<file path="src/rtl/fb_scanout_if.sv">
// Scanout bus: frame control, BRAM read port and RGB565 pixel stream.
// "master" is the scanout reader; "slave" is the BRAM/sink/controller side.
interface fb_scanout_if #(
   parameter int AW = 15
);
   logic          start;
   logic          busy;
   logic          frame_done;
   logic [AW-1:0] rd_addr;
   logic [7:0]    rd_data;
   logic [15:0]   px_data;
   logic          px_valid;
   logic          px_ready;
   logic          px_eol;
   logic          px_last;

   modport master (
      input  start, rd_data, px_ready,
      output busy, frame_done, rd_addr, px_data, px_valid, px_eol, px_last
   );

   modport slave (
      output start, rd_data, px_ready,
      input  busy, frame_done, rd_addr, px_data, px_valid, px_eol, px_last
   );
endinterface

</file>
<file path="src/rtl/fb_scanout.sv">
// Frame-buffer scanout reader: reads RGB332 pixels from a synchronous-read
// BRAM in raster order, expands them to RGB565 and streams them out over
// valid/ready with end-of-line and end-of-frame flags. A one-entry skid
// buffer behind the output register keeps full throughput under backpressure
// while never holding more than two pixels in flight.
module fb_scanout #(
   parameter int H_RES = 160,
   parameter int V_RES = 80,
   parameter int LEN   = H_RES * V_RES
) (
   input  logic         clk,
   input  logic         rst,
   fb_scanout_if.master bus
);
   localparam int AW = $clog2(LEN) + 1;
   localparam int CW = $clog2(H_RES + 1);
   localparam int RW = $clog2(V_RES + 1);

   typedef enum logic [1:0] {IDLE, RUN, DRAIN, DONE} state_t;

   state_t        state;
   logic [AW-1:0] addr;
   logic          pend;       // a read was issued last edge; rd_data is valid now
   logic          busy_r;
   logic          done_r;

   logic          out_v, out_eol, out_last;
   logic [15:0]   out_d;
   logic          sk_v, sk_eol, sk_last;
   logic [15:0]   sk_d;

   logic [CW-1:0] col;
   logic [RW-1:0] row;

   logic          hs;
   logic [1:0]    occ;
   logic          issue;
   logic [15:0]   in_d;
   logic          in_eol, in_last;

   function automatic logic [15:0] rgb565(input logic [7:0] d);
      return {d[7:5], d[7:6], d[4:2], d[4:2], d[1:0], d[1:0], d[1]};
   endfunction

   assign hs      = out_v & bus.px_ready;
   // Pixels held or in flight; a new read is allowed only if, after this
   // edge, there is still room for the data it returns.
   assign occ     = {1'b0, out_v} + {1'b0, sk_v} + {1'b0, pend};
   assign issue   = (state == RUN) && ((occ < 2'd2) || (occ == 2'd2 && hs));

   assign in_d    = rgb565(bus.rd_data);
   assign in_eol  = (col == CW'(H_RES - 1));
   assign in_last = in_eol && (row == RW'(V_RES - 1));

   assign bus.rd_addr    = addr;
   assign bus.busy       = busy_r;
   assign bus.frame_done = done_r;
   assign bus.px_valid   = out_v;
   assign bus.px_data    = out_d;
   assign bus.px_eol     = out_eol;
   assign bus.px_last    = out_last;

   // Frame FSM: address issue, busy ownership and the done pulse.
   always_ff @(posedge clk or posedge rst) begin
      if (rst) begin
         state  <= IDLE;
         addr   <= '0;
         pend   <= 1'b0;
         busy_r <= 1'b0;
         done_r <= 1'b0;
      end else begin
         pend   <= issue;
         done_r <= 1'b0;
         case (state)
            IDLE: if (bus.start) begin
               state  <= RUN;
               addr   <= '0;
               busy_r <= 1'b1;
            end
            RUN: if (issue) begin
               // Address stays at LEN-1 once the last read is out.
               if (addr == AW'(LEN - 1)) state <= DRAIN;
               else                      addr  <= addr + 1'b1;
            end
            DRAIN: if (hs && out_last) begin
               state  <= DONE;
               done_r <= 1'b1;
            end
            DONE: begin
               state  <= IDLE;
               busy_r <= 1'b0;
            end
            default: state <= IDLE;
         endcase
      end
   end

   // Output register + skid entry, and raster position of incoming pixels.
   always_ff @(posedge clk or posedge rst) begin
      if (rst) begin
         out_v    <= 1'b0;
         out_d    <= '0;
         out_eol  <= 1'b0;
         out_last <= 1'b0;
         sk_v     <= 1'b0;
         sk_d     <= '0;
         sk_eol   <= 1'b0;
         sk_last  <= 1'b0;
         col      <= '0;
         row      <= '0;
      end else begin
         if (state == IDLE && bus.start) begin
            col <= '0;
            row <= '0;
         end else if (pend) begin
            if (in_eol) begin
               col <= '0;
               row <= in_last ? '0 : row + 1'b1;
            end else begin
               col <= col + 1'b1;
            end
         end

         if (!out_v || hs) begin
            if (sk_v) begin
               out_v    <= 1'b1;
               out_d    <= sk_d;
               out_eol  <= sk_eol;
               out_last <= sk_last;
               sk_v     <= pend;
               if (pend) begin
                  sk_d    <= in_d;
                  sk_eol  <= in_eol;
                  sk_last <= in_last;
               end
            end else if (pend) begin
               out_v    <= 1'b1;
               out_d    <= in_d;
               out_eol  <= in_eol;
               out_last <= in_last;
            end else begin
               out_v    <= 1'b0;
            end
         end else if (pend) begin
            // Output is stalled: park the arriving pixel in the skid entry.
            sk_v    <= 1'b1;
            sk_d    <= in_d;
            sk_eol  <= in_eol;
            sk_last <= in_last;
         end
      end
   end
endmodule

</file>
<file path="src/flat_wrapper.sv">
// flat-port wrapper written by rule: the top's interface ports become plain ports
module fb_scanout_flat 
#(
   parameter int H_RES = 160,
   parameter int V_RES = 80,
   parameter int LEN   = H_RES * V_RES
)
  (clk, rst, bus_start, bus_rd_data, bus_px_ready, bus_busy, bus_frame_done, bus_rd_addr, bus_px_data, bus_px_valid, bus_px_eol, bus_px_last);
  fb_scanout_if #(.AW(($clog2(LEN) + 1))) bus_i ();
  input  logic clk;
  input  logic rst;
  input wire logic [$bits(bus_i.start)-1:0] bus_start;
  input wire logic [$bits(bus_i.rd_data)-1:0] bus_rd_data;
  input wire logic [$bits(bus_i.px_ready)-1:0] bus_px_ready;
  output wire logic [$bits(bus_i.busy)-1:0] bus_busy;
  output wire logic [$bits(bus_i.frame_done)-1:0] bus_frame_done;
  output wire logic [$bits(bus_i.rd_addr)-1:0] bus_rd_addr;
  output wire logic [$bits(bus_i.px_data)-1:0] bus_px_data;
  output wire logic [$bits(bus_i.px_valid)-1:0] bus_px_valid;
  output wire logic [$bits(bus_i.px_eol)-1:0] bus_px_eol;
  output wire logic [$bits(bus_i.px_last)-1:0] bus_px_last;
  assign bus_i.start = bus_start;
  assign bus_i.rd_data = bus_rd_data;
  assign bus_i.px_ready = bus_px_ready;
  assign bus_busy = bus_i.busy;
  assign bus_frame_done = bus_i.frame_done;
  assign bus_rd_addr = bus_i.rd_addr;
  assign bus_px_data = bus_i.px_data;
  assign bus_px_valid = bus_i.px_valid;
  assign bus_px_eol = bus_i.px_eol;
  assign bus_px_last = bus_i.px_last;
  fb_scanout #(.H_RES(H_RES), .V_RES(V_RES), .LEN(LEN)) u_core (.clk(clk), .rst(rst), .bus(bus_i));
endmodule
</file>
<file path="config.mk">
export PLATFORM = sky130hd
export DESIGN_NAME = fb_scanout_flat
export DESIGN_NICKNAME = d
export VERILOG_FILES = /design/src/rtl/fb_scanout_if.sv /design/src/rtl/fb_scanout.sv /design/src/flat_wrapper.sv
export SDC_FILE = /design/constraint.sdc
export NUM_CORES = 1
export LEC_CHECK = 0
export CAP_MARGIN = 10
export CORE_ASPECT_RATIO = 0.5
export CORE_MARGIN = 10
export CORE_UTILIZATION = 58
export DETAILED_ROUTE_END_ITERATION = 8
export PLACE_DENSITY = 0.85
export SLEW_MARGIN = 0
export SYNTH_ARGS = -nofsm -noshare
export SYNTH_HDL_FRONTEND = slang
export SYNTH_SLANG_ARGS = --single-unit
</file>
<file path="constraint.sdc">
create_clock -name clk -period 5.3 [get_ports clk]
set_input_delay 1.06 -clock clk [delete_from_list [all_inputs] [get_ports clk]]
set_output_delay 1.06 -clock clk [all_outputs]
set_load 0.03 [all_outputs]
</file>
==> metrics <==
Hold Crit Endpoint u_core.sk_eol; post-synth top area share 46.8%; worst-case reg-to-reg path depth 6; CP Cell Sequence inv_1 > fa_1 > nand3_1 > a211oi_2 > nand3_1 > o311ai_1; power share of the combinational group 45.4%; top cells by area, synth dfrtp_1 (47%), mux2i_1 (3.9%), a21oi_1 (3.0%), nand2_1 (3.0%), ha_1 (2.9%); complex-gate fraction of the synthesized area 17.6%; total global routing overflow 0; violation count after the first detailed-route iteration 145; area growth from synthesis to layout 21.3%; post-synthesis simple-gate area fraction 17.5%; Die X 123 µm; global routing's busiest layer met2; number of top-level pins 48; Worst Clk Skew 0.00912 ns; total DRC errors in the routed layout 0; cell area after synthesis 3050 µm²; clk_lat worst skew 0.34 ns; number of global-route vias before repair 2,329; Total Routing Usage GR 15.4%; sw power 0.881 mW; largest net degree at the start of global routing 58; Max stage delay on crit path 0.78 ns; Worst EP arrival a little under 3 ns; cell accounting for the most synthesized area dfrtp_1; root buffer cell clkbuf_8; main combinational cell family by area after synthesis compound AO/OA/AOI/OAI gates; number of different library cells in the post-synthesis netlist 57; Min-Delay Path Depth 2; beginning of the worst register-to-register path u_core.sk_v; TritonCTS Sinks 57; final clock period utilization by the worst path 50.7%; Synth warnings 0; Critical Path Most Common Cell nand3_1; kind of path behind the tightest hold check register to register; power per cell area 568 nW/µm²; Fill cells 342; grt met2 use 26.0%; RePlAce Congestion 0.830; number of endpoints failing setup at the final stage 0; via-per-instance ratio a little under 6; first-pass GRT wire length 10,900 µm; source of the worst hold timing path u_core.sk_eol; actual slew at the worst max-slew pin 0.934 ns; mean cell area of the mapped netlist 10.1 µm²; n_diodes 0; register bit count reported by yosys 57; maximum level of the CTS H-tree 3; run status finished, final reports clean; final wirelength between 6000 and 7000 µm; sum of net half-perimeters after detailed placement 4740 µm; post-synthesis instance total 301; GR Util met3 6.65%; sequential-to-total area share from yosys stat 46.8%; Peak Freq 372 MHz; vias post-DR 2,466; final number of max-transition violations 0; fraction of final layout cells sized beyond drive strength 1 9.88%; final hold vios 0; clock period minus final worst setup slack around 2.7 ns; Total Die Area 8730 µm²; aggregate negative setup slack 0 ns; initial antenna violation count 0; Overall Power 2.10 mW; internal power of the cells 1.22 mW; unrepaired setup endpoints after global routing false; ys async rst share 100%; CORE AREA 5000 µm²; Max clock buf depth 2; Final Core Density 73.9%; fraction of power consumed by the clock network 19.3%; net count after synthesis 321; critical path fanouts, max 16; die extent in y approximately 71 µm; CTS clock-pin slew for the worst setup and hold paths 0.07 ns; CP Data Required Time 5.54 ns; static leakage between 1.5 and 2 nW; total of buffers placed on input and output ports 47; path type of the worst setup path register to register; VDD IR-drop max 0.433 mV; commonest register cell after synthesis dfrtp_1; part of the power in registers a little over a third; number of cells upsized or downsized after cts 0; hold buffer count at CTS 0; fin nets 359; remaining antenna violation count after routing 0; Max-cap violations 0; Reg2Reg Capture Point u_core.bus.rd_addr[8]; Startpoint Class register; critical-path cell with the highest stage delay dfrtp_1; net switching share of the total power about two fifths; top-count cell post-synth dfrtp_1; standard-cell row count 18; CP Capture Type register; post-synthesis adder-cell area fraction 3.86%; synthesized-area fraction occupied by xor and xnor cells 1.44%; number of buffers added for setup after CTS 0; post-synthesis mux area share about 7.3%; Worst slew margin 37.3%; number of synthesized flops with an enable pin 0; starting density of the core 61.0%; met1 usage in global routing 17.7%; average wire per cell in the routed design 16.3 µm; Pre-antenna DRT Iters 5; worst setup slack for register-to-register paths 2.61 ns; CTS tree built; number of buffers created by CTS 9; list of most frequent post-synthesis cells dfrtp_1 (57), nand2_1 (24), nor2_1 (20)
cells in the final DEF, fill, tap and decap left out, drive strengths merged, types with 10 or more instances in the layout:
master / count
a31oi: 12
nand2: 24
clkdlybuf4s50: 47
o21ai: 18
clkbuf: 11
dfrtp: 57
nor2: 20
inv: 13
a21oi: 19
mux2i: 12
nand4: 10
final cells by class:
| cell class | count | area [µm²] | area share, % |
|---|---|---|---|
| multi-input cells | 209 | 1450 | 39.3 |
| well taps | 70 | 87.6 | 2.37 |
| clock inverters | 5 | 55.1 | 1.49 |
| clock buffers | 11 | 141 | 3.82 |
| repair buffers | 49 | 485 | 13.1 |
| inverters | 13 | 48.8 | 1.32 |
| flip-flops and latches | 57 | 1430 | 38.6 |
layer usage:
metal | share of wire [%] | wire length (µm)
met1 | 41 | 2770
met2 | 49 | 3310
met3 | 8.6 | 577
met4 | 1.2 | 79
met5 | 0 | 0
cell families (layout without fill, tap and decap cells):
| logic type | after synthesis | after routing |
|---|---|---|
| buf+inv | 35 | 78 |
| flops | 57 | 57 |
| xor+xnor | 5 | 5 |
| mux | 21 | 21 |
| simple gates | 95 | 95 |
| compound gates | 79 | 79 |
| fa+ha+maj | 9 | 9 |
metrics by stage:
stage | hold WS, ns | setup slack (ns) | instance area [µm²] | instances
floorplan | 0.450 | 2.66 | 3050 | 301
global placement | 0.466 | 2.33 | 3490 | 397
detailed placement | 0.475 | 2.21 | 3490 | 397
CTS | 0.490 | 2.57 | 3690 | 413
global route | 0.519 | 2.40 | 3700 | 414
finish | 0.483 | 2.61 | 3700 | 414
state kept, by name, summed over array words and instances, names as in the netlist:
register,cells
u_core.bus.busy,1
u_core.bus.frame_done,1
u_core.bus.px_data,8
u_core.bus.px_eol,1
u_core.bus.px_last,1
u_core.bus.px_valid,1
u_core.bus.rd_addr,15
u_core.col,8
u_core.pend,1
u_core.row,7
u_core.sk_d,8
u_core.sk_eol,1
u_core.sk_last,1
u_core.sk_v,1
u_core.state,2
how the worst max path moves through the flow:
stage | to | slack [ns] | cells after the start | start
6_report | u_core.bus.rd_addr[8] | 2.61 | 6 | u_core.sk_v
5_1_grt | u_core.bus.rd_addr[8] | 2.40 | 6 | u_core.sk_v
4_1_cts | u_core.bus.px_eol | 2.57 | 5 | bus_px_ready
3_5_place_dp | u_core.bus.px_eol | 2.21 | 5 | bus_px_ready
3_3_place_gp | u_core.bus.px_eol | 2.33 | 5 | bus_px_ready
2_1_floorplan | u_core.bus.rd_addr[10] | 2.66 | 9 | u_core.sk_v
power groups by stage:
stage | Combinational [mW] | Clock [mW] | Sequential, mW
global route | 1.02 | 0.431 | 0.763
floorplan | 0.588 | 0 | 0.820
global placement | 0.919 | 0 | 0.731
finish | 0.953 | 0.406 | 0.741
CTS | 0.952 | 0.413 | 0.739
detailed placement | 0.949 | 0 | 0.746
critical path, delay by kind of cell, from the launching register on:
| kind | cells | cell delay [ns] |
|---|---|---|
| simple gates | 2 | 0.35 |
| fa+ha+maj | 1 | 0.57 |
| buf+inv | 1 | 0.14 |
| flops | 1 | 0.78 |
| compound gates | 2 | 0.75 |
Power figures use the tool's default switching activity.
